[config.mk]
export PLATFORM = sky130hd
export DESIGN_NAME = rr_arb16_flat
export DESIGN_NICKNAME = d
export VERILOG_FILES = /design/src/rtl/rr_arb16_if.sv /design/src/rtl/rr_arb16.sv /design/src/flat_wrapper.sv
export SDC_FILE = /design/constraint.sdc
export NUM_CORES = 1
export LEC_CHECK = 0
export BUFFER_PORTS_ARGS = -buffer_cell sky130_fd_sc_hd__buf_2
export CORE_ASPECT_RATIO = 1.4
export CORE_MARGIN = 2
export CORE_UTILIZATION = 55
export CTS_CLUSTER_DIAMETER = 150
export CTS_CLUSTER_SIZE = 24
export DETAILED_ROUTE_END_ITERATION = 8
export PLACE_DENSITY = 0.87
export SYNTH_ARGS = -nofsm -noshare
export SYNTH_HDL_FRONTEND = slang
export SYNTH_SLANG_ARGS = --single-unit
[constraint.sdc]
create_clock -name clk -period 5.2 [get_ports clk]
set_clock_uncertainty 0.1 [all_clocks]
set_input_delay 0.52 -clock clk [delete_from_list [all_inputs] [get_ports clk]]
set_output_delay 0.52 -clock clk [all_outputs]
set_load 0.02 [all_outputs]
[src/rtl/rr_arb16_if.sv]
// rr_arb16_if -- request/data/grant bundle for the 16-way round-robin arbiter.
// The master side drives requests and per-requester data bits.
// The slave side (the arbiter) returns the grant, the select index and the routed data bit.
interface rr_arb16_if;
    logic [15:0] req;
    logic [15:0] data;
    logic [15:0] grant;
    logic [3:0]  sel;
    logic        gnt_valid;
    logic        out_bit;

    modport master (
        output req,
        output data,
        input  grant,
        input  sel,
        input  gnt_valid,
        input  out_bit
    );

    modport slave (
        input  req,
        input  data,
        output grant,
        output sel,
        output gnt_valid,
        output out_bit
    );
endinterface

[src/rtl/rr_arb16.sv]
// rr_arb16 -- 16-requester round-robin arbiter with grant hold and a 16:1 data select.
// A granted requester keeps the grant for as long as its request stays high.
// When the grant moves, the new holder is the first requester at or after ptr.
// ptr always points one past the last grantee, so the last grantee has the lowest priority.
// Optional feature: define ARB_HOLD_LIMIT_EN to add a 3-bit hold counter.
// With the counter, a holder that has held for 8 cycles is pre-empted when another request is pending.

// mux16_1 -- the shared 16:1 single-bit select cell.
module mux16_1 (
    input  logic [15:0] d_i,
    input  logic [3:0]  s_i,
    output logic        y_o
);
    assign y_o = d_i[s_i];
endmodule

module rr_arb16 (
    input  logic      clk,
    input  logic      reset,
    rr_arb16_if.slave bus
);
    typedef enum logic {IDLE, HOLD} state_t;

    state_t      state_q;
    logic [15:0] grant_q;
    logic [3:0]  sel_q;
    logic [3:0]  ptr_q;
    logic        valid_q;

    logic [15:0] searchVec;
    logic        pickFound;
    logic [3:0]  pickIdx;
    logic [3:0]  scanIdx;
    logic        holderReq;
    logic        forceMove;
    logic        muxOut;

`ifdef ARB_HOLD_LIMIT_EN
    logic [2:0]  holdCnt_q;
`endif

    // The current holder is excluded from the search, so a forced move never re-picks it.
    // When the holder releases, its request bit is already low, so excluding it changes nothing.
    // The scan runs from the farthest offset back to ptr, so the nearest hit at or after ptr wins.
    always_comb begin
        holderReq = bus.req[sel_q];
        searchVec = (state_q == HOLD) ? (bus.req & ~grant_q) : bus.req;
        pickFound = 1'b0;
        pickIdx   = ptr_q;
        scanIdx   = ptr_q;
        for (int i = 15; i >= 0; i--) begin
            scanIdx = ptr_q + 4'(i);
            if (searchVec[scanIdx]) begin
                pickFound = 1'b1;
                pickIdx   = scanIdx;
            end
        end
    end

`ifdef ARB_HOLD_LIMIT_EN
    assign forceMove = (state_q == HOLD) && holderReq && (holdCnt_q == 3'd7) && pickFound;
`else
    assign forceMove = 1'b0;
`endif

    // Arbitration state machine.
    // Every output is registered here, so there is no combinational path from req to the grant.
    always_ff @(posedge clk or posedge reset) begin
        if (reset) begin
            state_q   <= IDLE;
            grant_q   <= 16'h0000;
            sel_q     <= 4'd0;
            ptr_q     <= 4'd0;
            valid_q   <= 1'b0;
`ifdef ARB_HOLD_LIMIT_EN
            holdCnt_q <= 3'd0;
`endif
        end else begin
            case (state_q)
                IDLE: begin
                    if (pickFound) begin
                        state_q   <= HOLD;
                        grant_q   <= 16'(1) << pickIdx;
                        sel_q     <= pickIdx;
                        ptr_q     <= pickIdx + 4'd1;
                        valid_q   <= 1'b1;
`ifdef ARB_HOLD_LIMIT_EN
                        holdCnt_q <= 3'd0;
`endif
                    end
                end
                HOLD: begin
                    if (holderReq && !forceMove) begin
`ifdef ARB_HOLD_LIMIT_EN
                        if (holdCnt_q != 3'd7) begin
                            holdCnt_q <= holdCnt_q + 3'd1;
                        end
`endif
                    end else if (pickFound) begin
                        grant_q   <= 16'(1) << pickIdx;
                        sel_q     <= pickIdx;
                        ptr_q     <= pickIdx + 4'd1;
`ifdef ARB_HOLD_LIMIT_EN
                        holdCnt_q <= 3'd0;
`endif
                    end else begin
                        state_q <= IDLE;
                        grant_q <= 16'h0000;
                        valid_q <= 1'b0;
                    end
                end
            endcase
        end
    end

    mux16_1 uSelMux (
        .d_i (bus.data),
        .s_i (sel_q),
        .y_o (muxOut)
    );

    assign bus.grant     = grant_q;
    assign bus.sel       = sel_q;
    assign bus.gnt_valid = valid_q;
    assign bus.out_bit   = valid_q & muxOut;
endmodule

[src/flat_wrapper.sv]
// flat-port wrapper written by rule: the top's interface ports become plain ports
module rr_arb16_flat 
  (clk, reset, bus_req, bus_data, bus_grant, bus_sel, bus_gnt_valid, bus_out_bit);
  rr_arb16_if bus_i ();
  input  logic clk;
  input  logic reset;
  input wire logic [$bits(bus_i.req)-1:0] bus_req;
  input wire logic [$bits(bus_i.data)-1:0] bus_data;
  output wire logic [$bits(bus_i.grant)-1:0] bus_grant;
  output wire logic [$bits(bus_i.sel)-1:0] bus_sel;
  output wire logic [$bits(bus_i.gnt_valid)-1:0] bus_gnt_valid;
  output wire logic [$bits(bus_i.out_bit)-1:0] bus_out_bit;
  assign bus_i.req = bus_req;
  assign bus_i.data = bus_data;
  assign bus_grant = bus_i.grant;
  assign bus_sel = bus_i.sel;
  assign bus_gnt_valid = bus_i.gnt_valid;
  assign bus_out_bit = bus_i.out_bit;
  rr_arb16 u_core (.clk(clk), .reset(reset), .bus(bus_i));
endmodule
Word-level counts from Yosys, hierarchy flattened
Cells that the tools add are included.
{"block": "totals", "reg_bits": 26, "latch_bits": 0, "mem_bits_rw": 0, "romBits": 0, "inputBits": 34, "word_cells": 134, "mem_count": 0}
{"block": "classes", "n_addsub": 16, "multipliers": 0, "div": 0, "order_cmp": 17, "n_eq_ne": 3, "n_shift": 1, "mux": 86, "n_bitwise": 4, "n_reduce_logical": 2}
{"cell": "4-bit by 5-bit less-than comparator with 1-bit output, second input constant", "count": 17}
{"cell": "4-bit two-way mux", "count": 20}
{"cell": "1-bit binary-select mux with 4-bit select", "count": 18}
{"cell": "16-bit two-way mux", "count": 4}
{"cell": "1-bit two-way mux", "count": 39}
{"cell": "4-bit adder, second input constant", "count": 8}
{"cell": "16-bit case mux with 2 select lines", "count": 1}
{"cell": "4-bit by 3-bit adder with 4-bit output, second input constant", "count": 4}
{"cell": "16-bit AND", "count": 1}
{"cell": "16-bit NOT", "count": 1}
{"cell": "4-bit case mux with 2 select lines", "count": 2}
{"cell": "1-bit by 4-bit left shift with 16-bit output, first input constant", "count": 1}
{"cell": "4-bit by 1-bit adder with 4-bit output, second input constant", "count": 2}
{"cell": "4-bit by 2-bit adder with 4-bit output, second input constant", "count": 2}
{"cell": "2-bit inequality test, second input constant", "count": 2}
{"cell": "1-bit case mux with 2 select lines", "count": 2}
{"cell": "3-bit AND reduction", "count": 1}
{"cell": "2-bit by 1-bit inequality test with 1-bit output, second input constant", "count": 1}
{"cell": "2-bit AND reduction", "count": 1}
{"cell": "1-bit AND", "count": 1}
{"cell": "1-bit NOT", "count": 1}

Longest topological paths before layout
Gate-level depths: netlist of run 1.
{"block": "depth", "ltp_word": 25, "depth_mapped": 19, "mapped_depth_nobuf": 14}

By module
Synthesis of run 1 repeated with hierarchy kept, for this count alone.
{"block": "hier_totals", "hier_cells": 366, "area_unflattened_um2": 3634.7}
{"mod": "rr_arb16", "n_inst": 1, "cells_each": 359, "area_per_inst_um2": 3499.6, "seq_area_each_um2": 650.6}
{"mod": "mux16_1", "n_inst": 1, "cells_each": 7, "area_per_inst_um2": 135.1, "seq_area_each_um2": 0.0}

Worst setup path after synthesis of run 1
Ideal clock, no wire load.
{"block": "synth_timing", "kind": "register to register", "from": "register u_core.ptr_q[1]", "to": "register u_core.ptr_q[2]", "setup_ns": 0.125, "arrival_ns": 4.491, "slack_ns": 0.484, "stages_incl_launch_ff": 17, "n_path_buf": 5, "period_less_slack_ns": 4.716, "cell_sequence": "dfrtp_1 -> clkbuf_1 -> clkinv_1 -> clkbuf_1 -> ha_1 -> clkbuf_1 -> buf_1 -> clkbuf_1 -> mux2i_1 -> o22ai_1 -> o211ai_1 -> o21ai_1 -> or4b_1 -> o21ai_4 -> and2_1 -> ha_1 -> mux2_2"}
{"block": "synth_between", "elab_chain_cells": 23}
{"item": "start, declared", "line_no": "rr_arb16.sv:27", "source": "logic [3:0] ptr_q;"}
{"item": "start signal, assigned", "line_no": "rr_arb16.sv:85", "source": "ptr_q <= pickIdx + 4'd1;"}
{"item": "start signal, assigned", "line_no": "rr_arb16.sv:102", "source": "ptr_q <= pickIdx + 4'd1;"}
{"item": "4-bit adder", "line_no": "rr_arb16.sv:52", "source": "scanIdx = ptr_q + 4'(i);"}
{"item": "1-bit binary-select mux with 4-bit select", "line_no": "rr_arb16.sv:53", "source": "if (searchVec[scanIdx]) begin"}
{"item": "1-bit two-way mux (implied by the code)", "line_no": "rr_arb16.sv:53"}
{"item": "4-bit two-way mux (16 in a row)", "line_no": "rr_arb16.sv:53"}
{"item": "4-bit by 1-bit adder with 4-bit output", "line_no": "rr_arb16.sv:85, rr_arb16.sv:102"}
{"item": "4-bit two-way mux (*)", "line_no": "rr_arb16.sv:81, rr_arb16.sv:99"}
{"item": "4-bit two-way mux", "line_no": "rr_arb16.sv:93", "source": "if (holderReq && !forceMove) begin"}
{"item": "4-bit case mux with 2 select lines (*)", "line_no": "rr_arb16.sv:79", "source": "case (state_q)"}
Mark *: on every way between the ends. The rest lies on a longest branch, timed or not. The select of a mux whose other input is x is not followed.
A chain may end at the register's enable or synchronous reset.

Final worst setup path of run 1
{"block": "layout_timing", "from": "register u_core.ptr_q[0]", "to": "register u_core.grant_q[15], in the netlist u_core.bus.grant[15]"}
{"block": "layout_between", "elab_chain_cells": 23}
{"item": "4-bit adder", "line_no": "rr_arb16.sv:52"}
{"item": "1-bit binary-select mux with 4-bit select", "line_no": "rr_arb16.sv:53"}
{"item": "1-bit two-way mux (implied by the code)", "line_no": "rr_arb16.sv:53"}
{"item": "4-bit two-way mux (16 in a row)", "line_no": "rr_arb16.sv:53"}
{"item": "1-bit by 4-bit left shift with 16-bit output", "line_no": "rr_arb16.sv:83, rr_arb16.sv:100"}
{"item": "16-bit two-way mux", "line_no": "rr_arb16.sv:99", "source": "end else if (pickFound) begin"}
{"item": "16-bit two-way mux", "line_no": "rr_arb16.sv:93"}
{"item": "16-bit case mux with 2 select lines", "line_no": "rr_arb16.sv:79"}
{"item": "end signal, assigned", "line_no": "rr_arb16.sv:83", "source": "grant_q <= 16'(1) << pickIdx;"}
{"item": "end signal, assigned", "line_no": "rr_arb16.sv:100", "source": "grant_q <= 16'(1) << pickIdx;"}
{"item": "end, declared", "line_no": "rr_arb16.sv:25", "source": "logic [15:0] grant_q;"}
Several ways; a longest one is shown, not always the timed one. The select of a mux whose other input is x is not followed.

==> reports/qor.csv, run 1 <==
metric,value,unit
outcome,completed,
syn-cell-area,4410,um2
wirelength,15100,um
post_cts_buffers,0,
endpoint_kind,flop,
syn-mean-instance-area,9.22,um2
ys_warn_count,0,
fmax,0.212,GHz
synth_cell_types,75,
gp_congestion,1.12,
finalSetupTns,0,ns
synth_nets,520,
yosysSeqAreaShare,0.148,
vias,4478,
post-route-period-util,0.908,
finalMaxSlewViolations,0,
cp_data_required_time,5.27,ns
core_area,7750,um2
synth-edff-count,0,
ff2ff_setup_slack,0.48,ns
first_iter_violations,454,
ys_seq_elements,26,
async_flop_share,1.00,
worst_slew_pin_slew,0.939,ns
insertion_delay,0.27,ns
avgViaCountPerCell,7.22,
firstDrtPassIters,5,
ios,56,
clock-sinks,26,
drive_gt1_frac,0.281,
path_class,flop to flop,
syn_to_final_growth,9.80,%
gr-total-overflow,0,
setup_viol,0,
cp_max_fo,24,
die_w,79.6,um
io_buffers,55,
finalNetCount,563,
rsz0062_at_grt,false,
cts_tree,built,
die_h,110,um
cts_root_buffer,clkbuf_8,
hold_violations,0,
hold_class,input pin to asynchronous set/reset pin,
max_slew_margin,0.374,
netlist_instances,478,
first_global_vias,4358,
row_count,38,
wl_per_cell,24.3,um
cts_hold_buf,0,
ant_nets,0,
post-route-drc-count,0,
grt_pass1_wl,23400,um
htree_levels,1,
grt_max_degree,29,
cap_violations,0,
hpwl,11800,um
crit_arrival,4.80,ns
numCtsBuffers,3,
die_area,8750,um2
clkTransAtPathRegs,0.09,ns
num_antenna_cells,0,
cts_max_path_buffers,2,
min_period,4.72,ns
critical_path.startpoint_type,flop,
synthFlopType,dfrtp_1,
cts_resized,0,
layout.core_utilization,0.624,
antenna_found_initial,0,
track_usage,0.348,
initial_core_util,0.568,
## cell type report
cell class	count	area, um2
Clock buffer	3	41.3
Clock inverter	1	30.0
Fill cell	688	2910
Inverter	9	33.8
Multi-Input combinational cell	410	3560
Sequential cell	26	652
Tap cell	100	125
Timing Repair Buffer	71	395
## critical path, stage by stage, from the launching register on
cell and delay (ns):
dfrtp_2 0.38, buf_4 0.37, mux2_2 0.42, a21oi_1 0.62, mux2i_1 0.26, mux4_2 0.57
a311oi_1 0.30, a21oi_1 0.07, or4b_1 0.54, o21ai_4 0.31, and2_1 0.18, ha_1 0.19
inv_1 0.06, o31ai_1 0.25
## layout by cell type, fill, tap and decap left out, types with 5 or more instances in the layout
cell | Yosys | final
buf_2 | 9 | 55
nand2_1 | 52 | 52
mux2i_1 | 45 | 45
mux4_2 | 35 | 35
dfrtp_1 | 26 | 25
a21oi_1 | 23 | 23
nor2_1 | 22 | 22
mux2_2 | 16 | 16
a211oi_1 | 16 | 16
buf_4 | 1 | 16
xnor2_1 | 15 | 15
o21ai_0 | 14 | 14
a21o_1 | 12 | 12
o22ai_1 | 11 | 11
a22o_1 | 11 | 11
o21ai_1 | 9 | 9
o211ai_1 | 9 | 9
mux2_1 | 8 | 8
ha_1 | 8 | 8
nor3_1 | 7 | 7
a21oi_2 | 6 | 6
inv_1 | 5 | 5
and2_1 | 5 | 5
a22oi_1 | 5 | 5
o2111ai_1 | 5 | 5
## final timing paths
check	startpoint	endpoint	depth (start not counted)
min in group clk	u_core.bus.grant[12]	u_core.bus.grant[12]	1
max	u_core.ptr_q[0]	u_core.bus.grant[15]	13
max in group asynchronous	reset	u_core.ptr_q[0]	2
min	reset	u_core.bus.grant[5]	2
max reg2reg	u_core.ptr_q[0]	u_core.bus.grant[15]	13
min reg2reg	u_core.bus.grant[12]	u_core.bus.grant[12]	1
## stage by stage
stage	cell area (um2)	hold slack (ns)	std cells	setup slack, ns
final	4840	0.350	620	0.478
after detailed placement	4770	0.421	616	0.612
after global placement	4770	0.414	616	0.677
after CTS	4840	0.375	620	0.579
after floorplan	4410	0.460	478	0.484
after global routing	4840	0.436	620	0.135
## synthesized netlist by cell type (4+ instances only)
cell type / count / area, um2
nand2_1: 52 / 195
mux2i_1: 45 / 450
mux4_2: 35 / 788
dfrtp_1: 26 / 651
a21oi_1: 23 / 115
nor2_1: 22 / 82.6
a211oi_1: 16 / 120
clkbuf_1: 16 / 60.1
mux2_2: 16 / 180
xnor2_1: 15 / 131
o21ai_0: 14 / 70.1
a21o_1: 12 / 90.1
a22o_1: 11 / 96.3
o22ai_1: 11 / 68.8
buf_2: 9 / 45.0
o211ai_1: 9 / 67.6
o21ai_1: 9 / 45.0
ha_1: 8 / 100
mux2_1: 8 / 90.1
nor3_1: 7 / 35.0
a21oi_2: 6 / 52.6
a22oi_1: 5 / 37.5
and2_1: 5 / 31.3
inv_1: 5 / 18.8
o2111ai_1: 5 / 43.8
buf_1: 4 / 15.0
nor2b_1: 4 / 25.0
o31ai_1: 4 / 30.0
xor2_1: 4 / 35.0
## sequential cells by signal (all words and copies together) (netlist names)
register / flops
u_core.ptr_q: 4
u_core.bus.grant: 16
u_core.state_q: 1
u_core.bus.sel: 4
u_core.bus.gnt_valid: 1
## layer usage
metal	GRT usage	share of wire	vias to the layer above
met5	0	0	-
met4	0.248	0.081	0
met3	0.0222	0.065	65
met2	0.583	0.50	272
met1	0.424	0.36	2161
li1	-	-	1980
## logic make-up after synthesis
logic type | after synthesis | share of synthesized area
compound gates | 158 | 0.260
xor+xnor | 20 | 0.0415
fa+ha+maj | 8 | 0.0227
buf+inv | 42 | 0.0443
flops | 26 | 0.148
mux | 108 | 0.359
simple gates | 116 | 0.125
Power of run 1 is left out: the tool's default activity adds up to more than one toggle a clock period on the data nets, which glitch-free logic cannot reach.
==> run 2: changes to the inputs <==
--- a/config.mk
+++ b/config.mk
@@ -5,11 +5,10 @@
 export SDC_FILE = /design/constraint.sdc
 export NUM_CORES = 1
 export LEC_CHECK = 0
-export BUFFER_PORTS_ARGS = -buffer_cell sky130_fd_sc_hd__buf_2
-export CORE_ASPECT_RATIO = 1.4
+export BUFFER_PORTS_ARGS = -buffer_cell sky130_fd_sc_hd__clkbuf_2
+export CORE_ASPECT_RATIO = 0.9
 export CORE_MARGIN = 2
 export CORE_UTILIZATION = 55
-export CTS_CLUSTER_DIAMETER = 150
 export CTS_CLUSTER_SIZE = 24
 export DETAILED_ROUTE_END_ITERATION = 8
 export PLACE_DENSITY = 0.87
==> reports/qor.csv, run 2 (synthesis gave the netlist of run 1 again) <==
metric,value,unit,change
post_cts_buffers,0,,unchanged
grt_max_degree,27,,-6.9%
first_iter_violations,523,,+15%
critical_path.startpoint_type,flop,,
finalNetCount,563,,unchanged
die_area,8740,um2,-0.10%
cts_resized,0,,unchanged
max_stage_delay,0.65,ns,+0.03 ns
ff2ff_setup_slack,0.28,ns,-0.20 ns
cpLargestDelayFamily,multiplexers,,
critical_path.endpoint,u_core.bus.grant[15],,
final_common_cell,clkbuf_2,,
crit_chain,buf_4 > mux2i_1 > a21oi_1 > mux4_2 > mux2i_2 > nand4_1 > or4_1 > or2_1 > o21ai_2 > nand2_1 > o31ai_1,,
core_area,7660,um2,-1.2%
cts_tree,built,,
hold_class,input pin to asynchronous set/reset pin,,
wirelength,14700,um,-2.6%
initial_core_util,0.575,,+0.00687
cp_data_required_time,5.27,ns,about the same
cts_hold_buf,0,,unchanged
fillCellCount,659,,-4.2%
finalSetupTns,0,ns,unchanged
clkTransAtPathRegs,0.09,ns,about the same
cp-startpoint,u_core.ptr_q[0],,
clock-sinks,26,,unchanged
row_count,30,,-21%
r2r_end,u_core.bus.grant[15],,
cts_max_path_buffers,2,,unchanged
path_depth,11,,-2
gp_congestion,1.04,,-7.0%
avgViaCountPerCell,7.47,,+3.4%
post-route-drc-count,0,,unchanged
num_antenna_cells,0,,unchanged
io_buffers,55,,unchanged
insertion_delay,0.27,ns,about the same
placed_area,4760,um2,-0.10%
fmax,0.203,GHz,-4.0%
critPathBufInv,1,,-1
crit_arrival,4.99,ns,+0.19 ns
rsz0062_at_grt,false,,
path_class,flop to flop,,
antenna_found_initial,0,,unchanged
grt_pass1_wl,23000,um,-1.9%
numCtsBuffers,3,,unchanged
worst_slew_pin_slew,0.961,ns,+0.0222 ns
drive_gt1_frac,0.281,,unchanged
outcome,completed,,
die_h,88.9,um,-19%
first_global_vias,4221,,-3.1%
layout_common_cells,"clkbuf_2 (55), nand2_1 (52), mux2i_1 (45)",,
track_usage,0.331,,-0.0167
endpoint_kind,flop,,
cap_violations,0,,unchanged
final_cell_area,4820,um2,-0.44%
vias,4601,,+2.7%
stdcell_count,616,,-0.65%
syn_to_final_growth,9.32,%,
cp_max_fo,20,,-17%
hpwl,11200,um,-4.7%
htree_levels,1,,unchanged
ant_nets,0,,unchanged
cts_root_buffer,clkbuf_8,,
gr-total-overflow,0,,unchanged
firstDrtPassIters,5,,unchanged
setup_viol,0,,unchanged
max_slew_margin,0.359,,-0.0148
post-route-period-util,0.946,,+0.0383
largest_reg_flops,16,,unchanged
dp.cells,612,,-0.65%
finalMaxSlewViolations,0,,unchanged
wl_per_cell,23.9,um,-1.9%
worstReg2RegStart,u_core.ptr_q[0],,
die_w,98.3,um,+23%
min_period,4.92,ns,+0.199 ns
crit_slowest_cell,dfrtp_2,,
rr_worst_depth,11,,-2
ios,56,,unchanged
hold_violations,0,,unchanged
## run 2: cell types whose count changed in the layout (fill, tap and decap cells not counted), sizes merged
cell,before,now
clkbuf,3,59
bufinv,1,0
buf,71,16
## run 2: through the flow
stage / utilization / hold slack, ns / setup WS [ns]
finish: 0.629 / 0.336 / 0.279
global route: 0.629 / 0.436 / 0.181
CTS: 0.629 / 0.358 / 0.397
detailed placement: 0.622 / 0.440 / 0.458
global placement: 0.622 / 0.436 / 0.617
floorplan: - / 0.460 / 0.484
## run 2: layout make-up
cell class / count / area (um2) / share of cell area
inverter: 9 / 33.8 / 0.00701
sequential: 26 / 652 / 0.135
tap: 96 / 120 / 0.0249
timing repair buffer: 71 / 395 / 0.0821
multi-input combinational: 410 / 3560 / 0.739
clock buffer: 4 / 55.1 / 0.0114
## run 2: per-layer routing
layer | vias up | share of wire | GRT usage | routed length (um)
li1 | 1979 | - | - | -
met2 | 349 | 0.44 | 0.516 | 6440
met3 | 41 | 0.13 | 0.0696 | 1980
met1 | 2232 | 0.40 | 0.476 | 5880
met4 | 0 | 0.027 | 0.0884 | 401
met5 | - | 0 | 0 | 0
## run 2: worst min path at each step
stage	start	to	slack [ns]	depth (start not counted)
after detailed placement	u_core.bus.grant[2]	u_core.bus.grant[2]	0.44	2
after global routing	reset	u_core.bus.grant[2]	0.44	2
final	reset	u_core.bus.grant[14]	0.34	2
after global placement	u_core.bus.grant[3]	u_core.bus.grant[3]	0.44	2
after CTS	reset	u_core.bus.grant[6]	0.36	2
after floorplan	reset	u_core.bus.gnt_valid	0.46	1
Power of run 2 is left out for the same reason.
==> run 3: changes to the inputs <==
--- a/config.mk
+++ b/config.mk
@@ -8,10 +8,10 @@
 export BUFFER_PORTS_ARGS = -buffer_cell sky130_fd_sc_hd__clkbuf_2
 export CORE_ASPECT_RATIO = 0.9
 export CORE_MARGIN = 2
-export CORE_UTILIZATION = 55
+export CORE_UTILIZATION = 60
 export CTS_CLUSTER_SIZE = 24
 export DETAILED_ROUTE_END_ITERATION = 8
-export PLACE_DENSITY = 0.87
+export PLACE_DENSITY = 0.93
 export SYNTH_ARGS = -nofsm -noshare
 export SYNTH_HDL_FRONTEND = slang
 export SYNTH_SLANG_ARGS = --single-unit
==> reports/qor.csv, run 3 (synthesis gave the netlist of run 1 again) <==
metric,value,unit,change
endpoint_kind,flop,,
cts_max_path_buffers,2,,unchanged
insertion_delay,0.27,ns,about the same
cp-startpoint,u_core.ptr_q[1],,
post-route-period-util,0.947,,about the same
rsz0062_at_grt,false,,
clkTransAtPathRegs,0.09,ns,about the same
ios,56,,unchanged
htree_levels,1,,unchanged
wirelength,15400,um,+4.7%
die_w,94.3,um,-4.1%
setup_viol,0,,unchanged
crit_arrival,4.99,ns,about the same
finalSetupTns,0,ns,unchanged
avgViaCountPerCell,7.62,,+2.0%
largest_reg_flops,16,,unchanged
die_area,8040,um2,-8.0%
fmax,0.203,GHz,about the same
core_area,7080,um2,-7.6%
path_class,flop to flop,,
layout.core_utilization,0.686,,+0.0567
firstDrtPassIters,9,,+4
r2r_end,u_core.ptr_q[2],,
fillCellCount,538,,-18%
num_antenna_cells,0,,unchanged
vias,4692,,+2.0%
grt_max_degree,27,,unchanged
rr_worst_depth,14,,+3
dp.cells,612,,unchanged
worstReg2RegStart,u_core.ptr_q[1],,
cap_violations,0,,unchanged
ant_nets,0,,unchanged
cp_max_fo,18,,-10%
hold_class,input pin to asynchronous set/reset pin,,
critical_path.startpoint_type,flop,,
layout_common_cells,"clkbuf_2 (55), nand2_1 (52), mux2i_1 (45)",,
min_period,4.92,ns,+0.00355 ns
max_slew_margin,0.341,,-0.0182
first_global_vias,4432,,+5.0%
initial_core_util,0.623,,+0.0473
cp_data_required_time,5.26,ns,about the same
cts_resized,0,,unchanged
die_h,85.3,um,-4.1%
finalMaxSlewViolations,0,,unchanged
clock-sinks,26,,unchanged
stdcell_count,616,,unchanged
drive_gt1_frac,0.285,,+0.00413
cts_tree,built,,
cts_hold_buf,0,,unchanged
final_common_cell,clkbuf_2,,
first_iter_violations,607,,+16%
post_cts_buffers,0,,unchanged
gp_congestion,1.00,,-3.9%
finalNetCount,566,,+0.53%
row_count,29,,-3.3%
numCtsBuffers,3,,unchanged
syn_to_final_growth,10.1,%,
hpwl,11700,um,+4.0%
gr-total-overflow,0,,unchanged
hold_violations,0,,unchanged
track_usage,0.382,,+0.0505
wl_per_cell,25.0,um,+4.7%
critical_path.endpoint,u_core.ptr_q[2],,
antenna_found_initial,0,,unchanged
post-route-drc-count,0,,unchanged
grt_pass1_wl,24000,um,+4.7%
outcome,completed,,
worst_slew_pin_slew,0.988,ns,+0.0273 ns
cts_root_buffer,clkbuf_8,,
ff2ff_setup_slack,0.28,ns,about the same
io_buffers,55,,unchanged
==> run 3: cell types whose count changed in the layout (fill, tap and decap cells not counted), sizes merged <==
cell    before  now
bufinv       0    1
buf         16   19
clkbuf      59   58
==> run 3: routing by layer <==
metal  up-vias  GRT usage  wire length, um
met5         -          0                0
met4         0      0.125              604
met3        78     0.0808             2070
met2       415      0.576             6800
met1      2211      0.549             5920
li1       1988          -                -
==> run 3: critical path, cell delays in order (launching register included) <==
cell and delay, ns:
dfrtp_1 0.46, clkinv_1 0.14, buf_4 0.23, ha_1 0.26
a21boi_1 0.18, xnor2_1 0.75, mux4_2 0.41, mux2i_1 0.51
nand2_1 0.17, a2111oi_0 0.33, o31ai_1 0.24, xnor2_1 0.33
and2_1 0.19, ha_1 0.23, mux2_2 0.27
==> run 3: metrics by stage <==
stage	setup WS (ns)	hold WS, ns	cell area (um2)
after detailed placement	0.545	0.430	4780
final	0.275	0.358	4850
after global routing	0.188	0.433	4850
after CTS	0.494	0.391	4850
after global placement	0.682	0.419	4780
after floorplan	0.484	0.460	4410
==> run 3: worst min-delay path by stage <==
stage          depth (start not counted)            startpoint                    to  slack (ns)
5_1_grt                                2                 reset       u_core.ptr_q[2]        0.43
2_1_floorplan                          1                 reset  u_core.bus.gnt_valid        0.46
3_3_place_gp                           2  u_core.bus.grant[15]  u_core.bus.grant[15]        0.42
3_5_place_dp                           2  u_core.bus.grant[15]  u_core.bus.grant[15]        0.43
4_1_cts                                2                 reset       u_core.ptr_q[2]        0.39
6_report                               2                 reset   u_core.bus.grant[2]        0.36
==> run 3: final cells by class <==
class / instances / area [um2] / area share
Tap cell: 93 / 116 / 0.0240
Timing Repair Buffer: 74 / 418 / 0.0861
Sequential cell: 26 / 652 / 0.134
Clock buffer: 3 / 41.3 / 0.00851
Multi-Input combinational cell: 410 / 3560 / 0.734
Inverter: 9 / 33.8 / 0.00696
Clock inverter: 1 / 30.0 / 0.00619
Power of run 3 is left out for the same reason.
